[src/rtl/console_pkg.sv]
// Shared register map and bit positions for the multi-channel console.
package console_pkg;

  typedef enum logic [1:0] {
    REG_SETUP = 2'd0,
    REG_FIFO  = 2'd1,
    REG_RX    = 2'd2,
    REG_TX    = 2'd3
  } reg_e;

  localparam int BIT_EMPTY = 8;
  localparam int BIT_FULL  = 9;
  localparam int BIT_OVF   = 12;
  localparam int BIT_HALF  = 13;

  localparam int SETUP_TXRST = 0;
  localparam int SETUP_RXRST = 1;
  localparam int SETUP_RXIE  = 2;
  localparam int SETUP_TXIE  = 3;

  function automatic int calc_aw(input int nch);
    return 2 + $clog2(nch);
  endfunction

endpackage

[src/rtl/console_fifo.sv]
// Synchronous FIFO with fall-through head, fill count and sync clear.
module console_fifo #(
  parameter int BW     = 8,
  parameter int LGFLEN = 4
) (
  input  logic              i_clk,
  input  logic              i_rst_n,
  input  logic              i_clr,
  input  logic              i_push,
  input  logic [BW-1:0]     i_data,
  input  logic              i_pop,
  output logic [BW-1:0]     o_data,
  output logic              o_empty,
  output logic              o_full,
  output logic [LGFLEN:0]   o_count
);

  localparam int DEPTH = 1 << LGFLEN;

  logic [BW-1:0]   mem [DEPTH];
  logic [LGFLEN:0] wr_ptr;
  logic [LGFLEN:0] rd_ptr;
  logic            do_push;
  logic            do_pop;

  assign o_count = wr_ptr - rd_ptr;
  assign o_empty = (wr_ptr == rd_ptr);
  assign o_full  = o_count[LGFLEN];
  assign do_pop  = i_pop & !o_empty;
  // a full FIFO still takes a push when the head leaves this cycle
  assign do_push = i_push & (!o_full | do_pop);
  assign o_data  = mem[rd_ptr[LGFLEN-1:0]];

  always_ff @(posedge i_clk or negedge i_rst_n) begin
    if (!i_rst_n) begin
      wr_ptr <= '0;
      rd_ptr <= '0;
    end else if (i_clr) begin
      wr_ptr <= '0;
      rd_ptr <= '0;
    end else begin
      if (do_push) wr_ptr <= wr_ptr + 1'b1;
      if (do_pop)  rd_ptr <= rd_ptr + 1'b1;
    end
  end

  always_ff @(posedge i_clk) begin
    if (do_push && !i_clr) mem[wr_ptr[LGFLEN-1:0]] <= i_data;
  end

endmodule

[src/rtl/console_nch.sv]
// Multi-channel Wishbone console: per-channel RX/TX FIFOs,
// interrupt enables, sticky overflow flags and fill status.
module console_nch
  import console_pkg::*;
#(
  parameter int NCH    = 1,
  parameter int BW     = 8,
  parameter int LGFLEN = 4,
  localparam int AW    = calc_aw(NCH)
) (
  input  logic              i_clk,
  input  logic              i_rst_n,
  input  logic              i_wb_cyc,
  input  logic              i_wb_stb,
  input  logic              i_wb_we,
  input  logic [AW-1:0]     i_wb_addr,
  input  logic [31:0]       i_wb_data,
  output logic              o_wb_ack,
  output logic              o_wb_stall,
  output logic [31:0]       o_wb_data,
  output logic [NCH-1:0]    o_console_stb,
  output logic [NCH*BW-1:0] o_console_data,
  input  logic [NCH-1:0]    i_console_busy,
  input  logic [NCH-1:0]    i_console_stb,
  input  logic [NCH*BW-1:0] i_console_data,
  output logic [NCH-1:0]    o_rx_int,
  output logic [NCH-1:0]    o_tx_int,
  output logic              o_int
);

  localparam int CW   = (AW > 2) ? AW - 2 : 1;
  localparam int HALF = 1 << (LGFLEN - 1);

  logic [1:0]    rst_sync;
  logic          rst_n;
  logic          acc;
  logic [CW-1:0] ch;
  reg_e          rsel;
  logic [31:0]   rd_word [NCH];
  logic [31:0]   rdata;
  logic          ack_q;
  logic          unused;

  // assert asynchronously, release two clocks after i_rst_n rises
  always_ff @(posedge i_clk or negedge i_rst_n) begin
    if (!i_rst_n) rst_sync <= '0;
    else          rst_sync <= {rst_sync[0], 1'b1};
  end
  assign rst_n = rst_sync[1];

  assign acc  = i_wb_cyc & i_wb_stb;
  assign rsel = reg_e'(i_wb_addr[1:0]);

  generate
    if (AW > 2) begin : g_chsel
      assign ch = i_wb_addr[AW-1:2];
    end else begin : g_chsel0
      assign ch = '0;
    end
  endgenerate

  generate
    for (genvar c = 0; c < NCH; c++) begin : g_chan
      logic            sel;
      logic            setup_wr;
      logic            rx_rd;
      logic            tx_wr;
      logic            rx_clr;
      logic            tx_clr;
      logic            tx_pop;
      logic            rx_empty;
      logic            rx_full;
      logic            tx_empty;
      logic            tx_full;
      logic [LGFLEN:0] rx_cnt;
      logic [LGFLEN:0] tx_cnt;
      logic [BW-1:0]   rx_head;
      logic [BW-1:0]   tx_head;
      logic [BW-1:0]   tx_last;
      logic            rx_ie;
      logic            tx_ie;
      logic            rx_ovf;
      logic            tx_ovf;
      logic [31:0]     word;

      assign sel      = acc & (ch == CW'(c));
      assign setup_wr = sel & i_wb_we & (rsel == REG_SETUP);
      assign rx_rd    = sel & !i_wb_we & (rsel == REG_RX);
      assign tx_wr    = sel & i_wb_we & (rsel == REG_TX);
      assign tx_clr   = setup_wr & i_wb_data[SETUP_TXRST];
      assign rx_clr   = setup_wr & i_wb_data[SETUP_RXRST];
      assign tx_pop   = !tx_empty & !i_console_busy[c];

      console_fifo #(.BW(BW), .LGFLEN(LGFLEN)) u_rx (
        .i_clk   (i_clk),
        .i_rst_n (rst_n),
        .i_clr   (rx_clr),
        .i_push  (i_console_stb[c]),
        .i_data  (i_console_data[c*BW +: BW]),
        .i_pop   (rx_rd),
        .o_data  (rx_head),
        .o_empty (rx_empty),
        .o_full  (rx_full),
        .o_count (rx_cnt)
      );

      console_fifo #(.BW(BW), .LGFLEN(LGFLEN)) u_tx (
        .i_clk   (i_clk),
        .i_rst_n (rst_n),
        .i_clr   (tx_clr),
        .i_push  (tx_wr),
        .i_data  (i_wb_data[BW-1:0]),
        .i_pop   (tx_pop),
        .o_data  (tx_head),
        .o_empty (tx_empty),
        .o_full  (tx_full),
        .o_count (tx_cnt)
      );

      // a flag raised in the same cycle as its clear stays raised
      always_ff @(posedge i_clk or negedge rst_n) begin
        if (!rst_n) begin
          rx_ie   <= 1'b0;
          tx_ie   <= 1'b0;
          rx_ovf  <= 1'b0;
          tx_ovf  <= 1'b0;
          tx_last <= '0;
        end else begin
          if (setup_wr) begin
            rx_ie <= i_wb_data[SETUP_RXIE];
            tx_ie <= i_wb_data[SETUP_TXIE];
          end
          if (tx_wr) tx_last <= i_wb_data[BW-1:0];
          rx_ovf <= (i_console_stb[c] & rx_full & !rx_rd)
                  | (rx_ovf & !(rx_rd | rx_clr));
          tx_ovf <= (tx_wr & tx_full & !tx_pop)
                  | (tx_ovf & !tx_clr);
        end
      end

      always_comb begin
        word = '0;
        unique case (1'b1)
          rsel == REG_SETUP: begin
            word[SETUP_RXIE] = rx_ie;
            word[SETUP_TXIE] = tx_ie;
          end
          rsel == REG_FIFO: begin
            word = {4'(LGFLEN), 1'b0, 11'(tx_cnt),
                    4'(LGFLEN), 1'b0, 11'(rx_cnt)};
          end
          rsel == REG_RX: begin
            if (!rx_empty) word[BW-1:0] = rx_head;
            word[BIT_EMPTY] = rx_empty;
            word[BIT_OVF]   = rx_ovf;
            word[BIT_HALF]  = (rx_cnt >= HALF[LGFLEN:0]);
          end
          rsel == REG_TX: begin
            word[BW-1:0]    = tx_last;
            word[BIT_EMPTY] = i_console_busy[c] | !tx_empty;
            word[BIT_FULL]  = tx_full;
            word[BIT_OVF]   = tx_ovf;
            word[BIT_HALF]  = (tx_cnt < HALF[LGFLEN:0]);
          end
          default: ;
        endcase
      end

      assign rd_word[c]                  = word;
      assign o_console_stb[c]            = !tx_empty;
      assign o_console_data[c*BW +: BW]  = tx_head;
      assign o_rx_int[c]                 = rx_ie & !rx_empty;
      assign o_tx_int[c]                 = tx_ie & (tx_cnt < HALF[LGFLEN:0]);
    end
  endgenerate

  // channels beyond NCH fall through to zero
  always_comb begin
    rdata = '0;
    for (int c = 0; c < NCH; c++) begin
      if (ch == CW'(c)) rdata = rd_word[c];
    end
  end

  always_ff @(posedge i_clk or negedge rst_n) begin
    if (!rst_n) begin
      ack_q     <= 1'b0;
      o_wb_data <= '0;
    end else begin
      ack_q <= acc;
      if (acc) o_wb_data <= i_wb_we ? 32'h0 : rdata;
    end
  end

  assign o_wb_ack   = ack_q & i_wb_cyc;
  assign o_wb_stall = 1'b0;
  assign o_int      = |{o_rx_int, o_tx_int};
  assign unused     = ^{1'b0, i_wb_data[31:BW]};

endmodule

[config.mk]
export PLATFORM = sky130hd
export DESIGN_NAME = console_nch
export DESIGN_NICKNAME = d
export VERILOG_FILES = /design/src/rtl/console_pkg.sv /design/src/rtl/console_fifo.sv /design/src/rtl/console_nch.sv
export SDC_FILE = /design/constraint.sdc
export NUM_CORES = 1
export LEC_CHECK = 0
export ABC_CLOCK_PERIOD_IN_PS = 3300
export BUFFER_PORTS_ARGS = -buffer_cell sky130_fd_sc_hd__buf_4
export CAP_MARGIN = 10
export CORE_UTILIZATION = 45
export DETAILED_ROUTE_END_ITERATION = 8
export HOLD_SLACK_MARGIN = 0.06
export MAX_ROUTING_LAYER = met4
export SYNTH_ARGS = -nofsm -noshare
export SYNTH_HDL_FRONTEND = slang
export SYNTH_SLANG_ARGS = --single-unit
[constraint.sdc]
create_clock -name i_clk -period 3.3 [get_ports i_clk]
set_clock_uncertainty 0.1 [all_clocks]
set_input_delay 0.495 -clock i_clk [delete_from_list [all_inputs] [get_ports i_clk]]
set_output_delay 0.495 -clock i_clk [all_outputs]
set_load 0.05 [all_outputs]
# == After elaboration in Yosys (flattened, before gate mapping) ==
# Memory sizes are Yosys's and may differ from the RTL's.
# Cells that the tools add are included.
# Widths: inputs -> output; s select.
# op_classes
order_cmp,2
mux,20
n_addsub,6
n_eq_ne,5
n_reduce_logical,19
bitwise_logic,28
# op_table
operator,n
$mux 5,8
$mux 32,1
$and 1x1->1,22
$add 5x1->5 const B,4
$mux 17,1
$pmux 5 s3,1
$logic_not 1->1,11
$eq 5x5->1,2
$sub 5x5->5,2
$mux 8,1
$pmux 2 s4,1
$reduce_bool 2->1,4
$or 1x1->1,6
$pmux 2 s3,1
$ge 5x4->1 const B,1
$lt 5x4->1 const B,1
$mux 1,5
$eq 2x2->1 const B,2
$pmux 2 s2,1
$eq 2x1->1 const B,1
$logic_and 1x1->1,2
$logic_not 2->1,1
$reduce_or 2->1,1
# totals
regBits,67
n_memories,2
output_inout_bits,46
ram_bits,256
wordCells,94
inputBits,49
# mem_list
memory,depth,width,read_ports,rd_ports_with_merged_regs,write_ports,line_no,source
g_chan[0].u_rx.mem,16,8,1,0,1,console_fifo.sv:20,logic [BW-1:0] mem [DEPTH];
g_chan[0].u_tx.mem,16,8,1,0,1,console_fifo.sv:20,

# == Logic depth before layout (Yosys ltp) ==
# Gate-level depths: netlist (run 1).
# depth
word_depth,9
ltp_mapped,11
mapped_depth_nobuf,8

# == Modules after synthesis ==
# Synthesis (run 1) repeated with hierarchy kept, for this count alone.
# hier_totals
cells_unflattened,704
hier_area_um2,13020.0
# modules_own_cells
module,cells_per_inst,instances,area_each_um2,seq_area_each_um2
console_fifo at g_chan[0].u_rx,283,1,5708.0,4093.9
console_fifo at g_chan[0].u_tx,282,1,5696.7,4093.9
console_nch,139,1,1615.3,825.8

# == Worst setup path before layout (run 1) ==
# No wires, ideal clock.
# synth_timing
kind,flip-flop to flip-flop
start,reg g_chan[0].u_tx.rd_ptr[2]
end,"mem g_chan[0].u_tx.mem[3][0], enable pin"
n_path_buf,2
required_ns,2.817
slack_ns,-0.182
t_arrival_ns,2.999
synth_period_minus_slack_ns,3.482
stages_incl_launch_ff,10
setup_ns,0.383
cell_sequence,dfrtp_1 > clkbuf_1 > buf_2 > inv_2 > ha_1 > and2_1 > nand4_1 > o21ai_1 > a211o_1 > nor3_1
# synth_between
elab_chain_len,9
word_cells_on_any_way,11
classes_between,add/sub: 1; eq/ne: 1; mux: 2; bitwise: 4; reduce/logical: 3
# synth_lines
item,line_no,source
"start, declared",console_fifo.sv:22,logic [LGFLEN:0] rd_ptr;
"start signal, assigned",console_fifo.sv:43,if (do_pop) rd_ptr <= rd_ptr + 1'b1;
$eq 5x5->1 (*),console_fifo.sv:27,assign o_empty = (wr_ptr == rd_ptr);
$logic_not 1->1 (*),--,
via o_console_stb,console_nch.sv:21,"output logic [NCH-1:0] o_console_stb,"
$and 1x1->1,console_nch.sv:92,assign tx_pop = !tx_empty & !i_console_busy[c];
$and 1x1->1 (*),console_fifo.sv:29,assign do_pop = i_pop & !o_empty;
$or 1x1->1 (*),console_fifo.sv:31,assign do_push = i_push & (!o_full | do_pop);
$and 1x1->1 (*),console_fifo.sv:31,
$logic_and 1x1->1 (*),console_fifo.sv:48,if (do_push && !i_clr) mem[wr_ptr[LGFLEN-1:0]] <= i_data;
$mux 1 (*),console_fifo.sv:48,
$mux 1 (implied by the code) (*),console_fifo.sv:48,
"end, declared",console_fifo.sv:20,
# The timed path passes the listed nets; every way through them passes the cells marked *.

# == Worst setup path in the final report (run 1) ==
# layout_timing
start,reg g_chan[0].u_tx.wr_ptr[0]
end,out o_int
# layout_between
elab_chain_len,4
# layout_lines
item,line_no,source
"start, declared",console_fifo.sv:21,logic [LGFLEN:0] wr_ptr;
"start signal, assigned",console_fifo.sv:42,if (do_push) wr_ptr <= wr_ptr + 1'b1;
$sub 5x5->5,console_fifo.sv:26,assign o_count = wr_ptr - rd_ptr;
$lt 5x4->1,console_nch.sv:173,assign o_tx_int[c] = tx_ie & (tx_cnt < HALF[LGFLEN:0]);
$and 1x1->1,console_nch.sv:173,
$reduce_or 2->1,console_nch.sv:197,"assign o_int = |{o_rx_int, o_tx_int};"
"end, declared",console_nch.sv:28,output logic o_int
# No other way between the ends.

==> results of run 1 <==
==> worst max-delay path, cell delays in order, from the launching register on <==
cell      delay (ps)
dfrtp_1          350
inv_1             80
ha_1             220
fa_1             450
nand2b_4         170
a21oi_4          180
xor2_2           190
nor2_2            80
a21o_1           190
buf_4            180
==> power breakdown <==
group	switching, mW	internal [mW]
registers	0.226	4.55
logic	2.53	1.70
clock network	1.51	2.20
total	4.27	8.45
==> cell type report <==
type	count	area share [%]
Timing Repair Buffer	94	4.70
Clock buffer	43	5.98
Clock inverter	21	1.29
Inverter	19	0.512
Tap cell	378	3.12
Sequential cell	309	59.6
Multi-Input combinational cell	386	24.8
==> sequential cells by signal, summed over array words and instances, names as in the netlist <==
signal / flops
g_chan.u_rx.rd_ptr: 5
ack_q: 1
g_chan.u_rx.wr_ptr: 5
g_chan.u_tx.rd_ptr: 5
g_chan.u_tx.wr_ptr: 5
g_chan.u_tx.mem: 128
g_chan.tx_last: 8
g_chan.tx_ie: 1
g_chan.rx_ie: 1
g_chan.u_rx.mem: 128
rst_sync: 2
g_chan.rx_ovf: 1
o_wb_data: 18
g_chan.tx_ovf: 1
==> worst paths after layout <==
kind	startpoint	to	slack, ps	depth (start not counted)
min in group i_clk	i_console_data[3]	g_chan[0].u_rx.mem[5][3]	200	1
max in group asynchronous	rst_sync[1]	o_wb_data[7]	2050	1
max	g_chan[0].u_tx.wr_ptr[0]	o_int	130	9
max reg2reg	g_chan[0].u_rx.wr_ptr[0]	g_chan[0].u_rx.mem[14][7]	200	10
min reg2reg	rst_sync[0]	rst_sync[1]	250	0
min	i_rst_n	rst_sync[1]	200	2
==> Yosys cell counts (4+ instances only) <==
cell type	count	area share (%)
edfxtp_1	256	59
nand2_1	72	2.1
dfrtp_1	53	10
mux4_2	48	8.3
nor2_1	29	0.83
and3_1	24	1.1
mux4_1	19	3.8
buf_4	18	1.0
ha_1	18	1.7
and4_1	13	0.87
clkbuf_1	13	0.37
mux2i_1	13	1.0
a21oi_1	12	0.46
buf_2	12	0.46
inv_1	12	0.34
mux2_2	10	0.86
a31oi_1	8	0.38
o21ai_1	7	0.27
and2_1	6	0.29
nand2b_1	6	0.29
nand3_1	6	0.23
nor2b_1	6	0.29
xnor2_1	6	0.40
a211oi_1	5	0.29
clkinv_1	5	0.14
a221o_1	4	0.31
and4b_1	4	0.31
nand4_1	4	0.19
o21ai_0	4	0.15
xor2_1	4	0.27
==> per-layer routing <==
layer  part of all wire (%)  GRT usage, %  routed length, um  vias to the layer above
met4                    1.9          5.35                540                        0
met5                      0             -                  0                        -
met1                     43          24.9              11900                     3588
met2                     52          34.6              14300                      145
met3                    3.5          2.68                979                       43
li1                       -             -                  -                     3126
==> cells by family (layout without fill, tap and decap cells) <==
kind of cell / Yosys count / after routing / synth area share [%]
compound gates: 68 / 68 / 3.84
xor+xnor: 14 / 14 / 1.17
fa+ha+maj: 20 / 20 / 2.03
buf+inv: 67 / 177 / 2.86
flops: 309 / 309 / 69.0
mux: 91 / 91 / 14.0
other cells: 2 / 15 / 0.0575
simple gates: 178 / 178 / 6.96
==> through the flow <==
step	hold WS [ps]	total power, mW	setup slack (ps)	util [%]	cell area [sq um]
detailed placement	180	8.97	83.9	49.6	14000
floorplan	99.4	7.80	15.0	-	13100
CTS	181	12.7	6.91	53.6	15100
global route	200	13.3	6.59	53.8	15100
finish	198	12.7	125	53.8	15100
global placement	177	8.88	186	49.6	14000
==> what timing repair did <==
item | in CTS | in global routing
setup endpoints to repair | 3 | 130
resized for setup | 3 | 5
hold buffers | 1 | 0
endpoints found under the hold margin | 2 | 0
setup buffers | 1 | 3
pin swaps | 0 | 2
==> results.md, run 1 <==
- CTS tree: built
- CP Data Required Time: about 2700 ps
- Commonest cells after routing, fill and taps aside: edfxtp_1 (256), buf_4 (92), nand2_1 (72)
- Synth-to-Final Area Change: 16.0%
- Final hold vios: 0
- Cell variety after synth: 65
- CP Launch Type: flop
- Initial antenna violation count: 0
- N_diodes: 0
- CTS clk-pin slew, worst paths: approximately 60 ps
- Flops & latches, synth: just over 300
- Leak: 5.55 nW
- Min-Delay Path Class: input pin to asynchronous set/reset pin
- Peak supply drop: about 0.5 mV
- Die H: approximately 170 um
- Io pins: between 90 and 100
- TritonCTS buffer count: 35
- Critical setup path kind: flop to output pin
- Htree depth: 2
- DRC: 0
- Setup violators final: 0
- Final period utilization: between 90% and 100%
- Most used DFF post-synth: edfxtp_1
- Clock latency on the worst-skew pair: roughly 500 ps
- Max-cap viol count: 0
- Status: completed
- Gp weighted congestion: 0.867
- Fin. max-slew vios: 0
- Final wirelength: 27.7 mm
- Root Buffer: clkbuf_16
- Post-synth EDFFs: approximately 260
- Cell Pwr Density: ~840 nW/um^2
- Rows: 61
- Crit. End Element: output pin
- Leading cell type in the layout, fill and taps excluded: edfxtp_1
- Slew margin rel.: between 30 and 40%
- Via count: around 7,000
- Slew @ Worst Pin: around 900 ps
- Antenna-violating nets left: 0
- Routed WL per cell: roughly 22 um
- Placed instance count: roughly 1,200
- FMAX: 0.315 GHz
- Syn Area/Cell: ~17 sq um
- Post-layout min period: roughly 3200 ps
- Crit path DAT: approximately 2600 ps
- Drt pass-1 iters: 5
- GRT Util Overall: between 20% and 30%
- Setup TNS: 0 ps
- Unrepaired setup endpoints after global routing: false
- Die ar.: roughly 30,000 sq um
- Largest net degree at the start of global routing: between 40 and 50
- Ys Warns: 0
- Multi-input gate area: about 3800 sq um
- CTS max path bufs: 3
- Fin nets: 914
- First-pass GRT wire length: 42.5 mm
- DR vias/cell: approximately 5.5
- Num Clock Sinks: 309
- Initial core utilization: about 46%
- Grt ovf: 0
- CP Max Fanout: 3
- Die W: about 170 um
- Initial DRC Count: 538
- Share of layout cells above drive strength 1: approximately 26%
- Ys async rst share: 17.2%
- Register area: ~9000 sq um
- DP HPWL: 18.5 mm
- Port bufs: 56
- Vias in the first global route: 7,235
- Cell count after synthesis: around 750
- CORE AREA: about 28,000 sq um
- Final cell count without fillers: approximately 1,300
- Filler instances: about 2,200
- Sequential share of the synthesized area: slightly below 70%
- Mapped Area: 13,100 sq um
Note: power is estimated with default switching activity, not from simulation.
==> run 2: changes to the inputs <==
--- a/config.mk
+++ b/config.mk
@@ -5,6 +5,7 @@
 export SDC_FILE = /design/constraint.sdc
 export NUM_CORES = 1
 export LEC_CHECK = 0
+export ABC_AREA = 1
 export ABC_CLOCK_PERIOD_IN_PS = 3300
 export BUFFER_PORTS_ARGS = -buffer_cell sky130_fd_sc_hd__buf_4
 export CAP_MARGIN = 10
@@ -12,6 +13,7 @@
 export DETAILED_ROUTE_END_ITERATION = 8
 export HOLD_SLACK_MARGIN = 0.06
 export MAX_ROUTING_LAYER = met4
+export RECOVER_POWER = 50
 export SYNTH_ARGS = -nofsm -noshare
 export SYNTH_HDL_FRONTEND = slang
 export SYNTH_SLANG_ARGS = --single-unit
==> results.md, run 2 <==
- Via count: ~9,000
- TritonCTS buffer count: 34
- Largest cells by area after synthesis: edfxtp_1 (57%), dfrtp_1 (9.8%), nand2_1 (6.1%), o21ai_0 (4.9%), nor2_1 (4.3%)
- Ys async rst share: 17.2%
- Register area: about 9000 sq um
- Status: completed
- First-pass GRT wire length: 48.7 mm
- Crit path DAT: approximately 2500 ps
- Synth Area in Compound Gates: under 10%
- Cell count after synthesis: approximately 1,200
- Pwr Total: 13.2 mW
- Simple-gate share of the synthesized area: 16.1%
- Share of layout cells above drive strength 1: between 10% and 20%
- Post-synth EDFFs: 256
- DP HPWL: 19.4 mm
- Ys Warns: 0
- Root Buffer: clkbuf_16
- Syn Area/Cell: roughly 11 sq um
- Htree depth: 2
- Dpl ws: between 200 and 250 ps
- M1 GR Usage: 28.6%
- CTS tree: built
- Max-cap viol count: 0
- Top Usage Layer GRT: met2
- Cell Pwr Density: ~860 nW/um^2
- Initial antenna violation count: 0
- Leak: 5.90 nW
- XOR/XNOR Fraction of Synth Area: 0.964%
- Commonest cells after routing, fill and taps aside: edfxtp_1 (256), nand2_1 (220), nor2_1 (155)
- Vias in the first global route: 8,571
- Final worst slack: between 150 and 200 ps
- Antenna-violating nets left: 0
- Post-synthesis adder-cell area fraction: between 1.5 and 2%
- Final period utilization: a little over nine tenths
- Fin. max-slew vios: 0
- Synth-to-Final Area Change: 13.7%
- Slew @ Worst Pin: ~1400 ps
- CTS max path bufs: 3
- Share of the synthesized area in the top cell type: roughly 57%
- Critical setup path kind: flop to output pin
- Met2 Resource Use GR: between 30% and 40%
- Post-synthesis mux area share: 0%
- DRC: 0
- Peak supply drop: between 0.6 and 0.7 mV
- CP Data Required Time: between 2000 and 3000 ps
- Grt ovf: 0
- Largest net degree at the start of global routing: 68
- Mapped Area: 13,500 sq um
- CTS clk-pin slew, worst paths: about 60 ps
- Slew margin rel.: 8.42%
- Clock latency on the worst-skew pair: around 520 ps
- Cell variety after synth: between 40 and 50
- Min-Delay Path Class: input pin to asynchronous set/reset pin
- Largest family of logic cells by synthesized area: simple AND/OR/NAND/NOR gates
- Met3 Use GR: under 10%
- Synth area leader: edfxtp_1
- Port bufs: 56
- Final wirelength: 31.1 mm
- Leading cell type in the layout, fill and taps excluded: edfxtp_1
- DR vias/cell: 5.24
- Rows: 63
- N_diodes: 0
- CP Max Fanout: 5
- CP Launch Type: flop
- Drt pass-1 iters: 7
- FMAX: 0.320 GHz
- Multi-input gate area: between 3000 and 4000 sq um
- Most used DFF post-synth: edfxtp_1
- Top-count cell post-synth: edfxtp_1
- Routed WL per cell: between 15 and 20 um
- Flops & latches, synth: 309
- Num Clock Sinks: about 300
- GRT Util Overall: 21.3%
- Crit-path cells: inv_2 -> ha_2 -> fa_1 -> nand3b_1 -> nand2_1 -> xor2_2 -> inv_2 -> nand2_1 -> o22ai_1 -> buf_4
- Commonest cells in the netlist: edfxtp_1 (256), nand2_1 (220), nor2_1 (154)
- Die H: ~180 um
- Initial core utilization: between 40% and 50%
- Post-layout min period: between 3000 and 4000 ps
- CORE AREA: around 30,000 sq um
- Die W: about 180 um
- Slowest cell on crit path: fa_1
- Die ar.: ~31,000 sq um
- Io pins: 95
- Final hold vios: 0
- Filler instances: between 2,000 and 3,000
- Fin nets: 1,352
- Gp weighted congestion: between 0.8 and 0.9
- Worst hold slack: around 190 ps
- Sequential share of the synthesized area: roughly 67%
- Initial DRC Count: 657
- Setup violators final: 0
- Crit. End Element: output pin
- CP max stage delay: between 400 and 500 ps
## run 2: kinds of logic (layout without fill, tap and decap cells)
family | after synthesis | in the layout
and+or+nand+nor | 499 | 499
other | 2 | 15
xor gates and xnor gates | 14 | 14
buffers and inverters | 166 | 245
AOI/OAI and AO/OA | 205 | 205
DFF | 309 | 309
adders and majority gates | 20 | 20
## run 2: timing repair
action,CTS,global route
endpoints found under the hold margin,2,0
hold buffers,1,0
cloned,0,1
pin swaps,0,0
setup buffers,0,2
setup endpoints to repair,1,10
resized for setup,1,8
## run 2: final timing paths
kind / start / to / slack [ps] / cells after the start
max: g_chan[0].u_tx.wr_ptr[0] / o_int / 170 / 10
min: i_rst_n / rst_sync[0] / 190 / 2
max reg2reg: g_chan[0].u_tx.wr_ptr[0] / g_chan[0].u_tx.mem[13][2] / 180 / 12
min reg2reg: rst_sync[0] / rst_sync[1] / 250 / 0
max in group asynchronous: rst_sync[1] / g_chan[0].u_rx.rd_ptr[0] / 910 / 1
min in group i_clk: i_console_stb / g_chan[0].rx_ovf / 200 / 3
## run 2: metal layers
layer  wire [um]  share of wire [%]  vias up
met5           0                  0        -
met4         923                3.0        0
met3        1530                4.9       71
met2       14800                 47      238
met1       13900                 45     4276
li1            -                  -     4314
## run 2: power by group
part	total [mW]	switching, mW	internal, mW	leakage [nW]
Clock	3.58	1.52	2.05	0.513
Sequential	4.73	0.204	4.53	2.98
Combinational	4.87	3.39	1.48	2.41
Total	13.2	5.12	8.06	5.90
## run 2: per-stage QoR
step	cells	util [%]	TNS (ps)	cell area [sq um]
after floorplan	1228	-	0	13500
after detailed placement	1633	48.4	0	14300
final	1697	51.9	0	15400
after global routing	1697	51.9	-11.0	15400
after CTS	1694	52.0	0	15400
after global placement	1633	48.4	0	14300
## run 2: area by class of cell
type / instances / area share (%)
Clock buffer: 42 / 5.94
Clock inverter: 18 / 0.864
Multi-Input combinational cell: 753 / 24.7
Inverter: 96 / 2.40
Timing Repair Buffer: 89 / 4.18
Sequential cell: 309 / 58.7
Tap cell: 390 / 3.18
## run 2: critical path, delay by kind of cell (launching register included)
kind                     cells  cell delay, ps
XOR/XNOR                     1             210
buffers and inverters        3             340
adder cells (fa/ha/maj)      2             630
flip-flops                   1             390
AND/OR/NAND/NOR              3             360
AO/OA/AOI/OAI                1              70
==> run 3: changes to the inputs <==
--- a/config.mk
+++ b/config.mk
@@ -7,7 +7,7 @@
 export LEC_CHECK = 0
 export ABC_AREA = 1
 export ABC_CLOCK_PERIOD_IN_PS = 3300
-export BUFFER_PORTS_ARGS = -buffer_cell sky130_fd_sc_hd__buf_4
+export BUFFER_PORTS_ARGS = -buffer_cell sky130_fd_sc_hd__buf_2
 export CAP_MARGIN = 10
 export CORE_UTILIZATION = 45
 export DETAILED_ROUTE_END_ITERATION = 8
==> constraint.sdc (replaced) <==
create_clock -name i_clk -period 3.3 [get_ports i_clk]
set_clock_uncertainty 0.1 [all_clocks]
set_input_delay 0.66 -clock i_clk [delete_from_list [all_inputs] [get_ports i_clk]]
set_output_delay 0.66 -clock i_clk [all_outputs]
set_load 0.05 [all_outputs]
==> results.md, run 3 (same netlist as run 2, synthesis figures left out) <==
- Num Clock Sinks: a little over 300
- Largest net degree at the start of global routing: 68
- Die ar.: 30,700 sq um
- Post-DP Area: between 10,000 and 15,000 sq um
- DP HPWL: just under 20 mm
- Gp weighted congestion: around 0.85
- CP Data Required Time: roughly 2500 ps
- Initial DRC Count: around 640
- Die H: about 180 um
- Setup TNS: 0 ps
- Sw Share: about two fifths
- Net Sw Power: roughly 5.1 mW
- Final period utilization: between 90 and 100%
- Slew @ Worst Pin: between 1500 and 2000 ps
- Delay-heaviest family, CP: buffers and inverters
- Port bufs: 56
- Multi-input gate area: between 3000 and 4000 sq um
- Vias in the first global route: 8,640
- Max-cap viol count: 1
- Crit. End Element: output pin
- Final hold vios: 0
- Initial antenna violation count: 0
- Synth-to-Final Area Change: 13.5%
- Critical setup path kind: flop to output pin
- CP Launch Type: flop
- Io pins: 95
- Slowest cell on crit path: dfrtp_2
- Antenna-violating nets left: 0
- Grt ovf: 0
- Post-layout instance area: ~15,000 sq um
- TritonCTS buffer count: 34
- Root Buffer: clkbuf_16
- Pint: 8.26 mW
- CTS tree: built
- Commonest cells after routing, fill and taps aside: edfxtp_1 (256), nand2_1 (219), nor2_1 (156)
- Fin nets: 1,353
- Via count: between 8,000 and 9,000
- Leading cell type in the layout, fill and taps excluded: edfxtp_1
- Initial core utilization: 45.7%
- Failing checks: max-capacitance violations, max-slew violations
- Setup violators final: 0
- Clock Power Share: approximately 28%
- Fin. max-slew vios: 47
- N_diodes: 0
- CTS clk-pin slew, worst paths: 60 ps
- CORE AREA: a little under 30,000 sq um
- CP max stage delay: a little under 400 ps
- Min-Delay Path Class: flop to flop
- Post-layout min period: about 3200 ps
- Logic gate share of total power: a little over a third
- Leak: 5.90 nW
- Status: finished, violations left
- Pwr Total: between 10 and 15 mW
- Slew margin rel.: -26.8%
- CTS max path bufs: 3
- Cell Pwr Density: about 870 nW/um^2
- WP buf/inv: 3
- GRT Util Overall: 21.3%
- Unrepaired setup endpoints after global routing: false
- Worst hold slack: between 200 and 300 ps
- Register area: around 9000 sq um
- Crit-path cells: buf_12 -> buf_4 -> o21ai_0 -> o221ai_1 -> nand3_1 -> nand3_1 -> buf_2
- Share of layout cells above drive strength 1: 11.9%
- Routed WL per cell: around 18 um
- Rows: 63
- DRC: 0
- CP Max Fanout: 44
- Htree depth: 2
- Drt pass-1 iters: 7
- Filler instances: 2,581
- Seq pwr share: 35.2%
- DR vias/cell: ~5.2
- Peak supply drop: 0.710 mV
- Crit path DAT: roughly 2400 ps
- Clock latency on the worst-skew pair: ~510 ps
- First-pass GRT wire length: 48.5 mm
- Die W: approximately 180 um
- Worst path most repeated cell: nand3_1
- Final wirelength: ~31 mm
- FMAX: approximately 0.31 GHz
## run 3: cell count changes in the layout (fill, tap and decap cells not counted), moves of 2 or more
cell,delta
clkbuf_4,+3
buf_2,+32
clkbuf_1,+2
inv_6,-3
bufinv_16,+3
buf_4,-36
buf_6,+2
## run 3: power groups by stage
stage | clock network (mW) | registers [mW] | logic (mW)
detailed placement | 0 | 4.79 | 4.70
CTS | 3.85 | 4.71 | 4.78
global route | 3.99 | 4.74 | 5.38
floorplan | 0 | 4.90 | 3.23
finish | 3.78 | 4.71 | 4.88
global placement | 0 | 4.78 | 4.66
## run 3: layout make-up
| class | instances | area share, % |
|---|---|---|
| Clock buffer | 42 | 5.95 |
| Multi-Input combinational cell | 753 | 24.8 |
| Timing Repair Buffer | 90 | 3.52 |
| Sequential cell | 309 | 58.8 |
| Tap cell | 390 | 3.18 |
| Clock inverter | 18 | 1.36 |
| Inverter | 96 | 2.38 |
## run 3: path summary, 6_finish.rpt
| path | from | endpoint | slack, ps | depth (start not counted) |
|---|---|---|---|---|
| worst max-delay path | g_chan[0].u_tx.rd_ptr[0] | o_console_data[3] | 110 | 7 |
| worst min-delay path | rst_sync[0] | rst_sync[1] | 250 | 0 |
| worst max register to register | g_chan[0].u_tx.rd_ptr[0] | g_chan[0].u_tx.mem[1][0] | 230 | 11 |
| worst min register to register | rst_sync[0] | rst_sync[1] | 250 | 0 |
| max in group asynchronous | rst_sync[1] | g_chan[0].u_tx.rd_ptr[0] | 1160 | 0 |
| min in group asynchronous | i_rst_n | rst_sync[0] | 360 | 2 |
## run 3: routing by layer
| metal | up-vias | track usage (%) | wire, um | part of all wire (%) |
|---|---|---|---|---|
| li1 | 4316 | - | - | - |
| met1 | 4223 | 28.3 | 13900 | 45 |
| met2 | 243 | 32.7 | 14400 | 46 |
| met3 | 73 | 3.26 | 1560 | 5.0 |
| met4 | 0 | 9.17 | 1180 | 3.8 |
| met5 | - | - | 0 | 0 |
## run 3: repair_timing
action	CTS	global route
hold endpoints to repair	2	0
buffers inserted	2	2
pin swaps	0	1
endpoints found under the setup margin	10	40
hold buffers	1	0
gates resized for setup	5	13
## run 3: stage by stage
step,util (%),cells,worst slack [ps]
2_1_floorplan,-,1228,45.9
3_3_place_gp,47.9,1633,290
3_5_place_dp,47.9,1633,185
4_1_cts,51.8,1696,5.35
5_1_grt,51.8,1698,4.18
6_report,51.8,1698,113
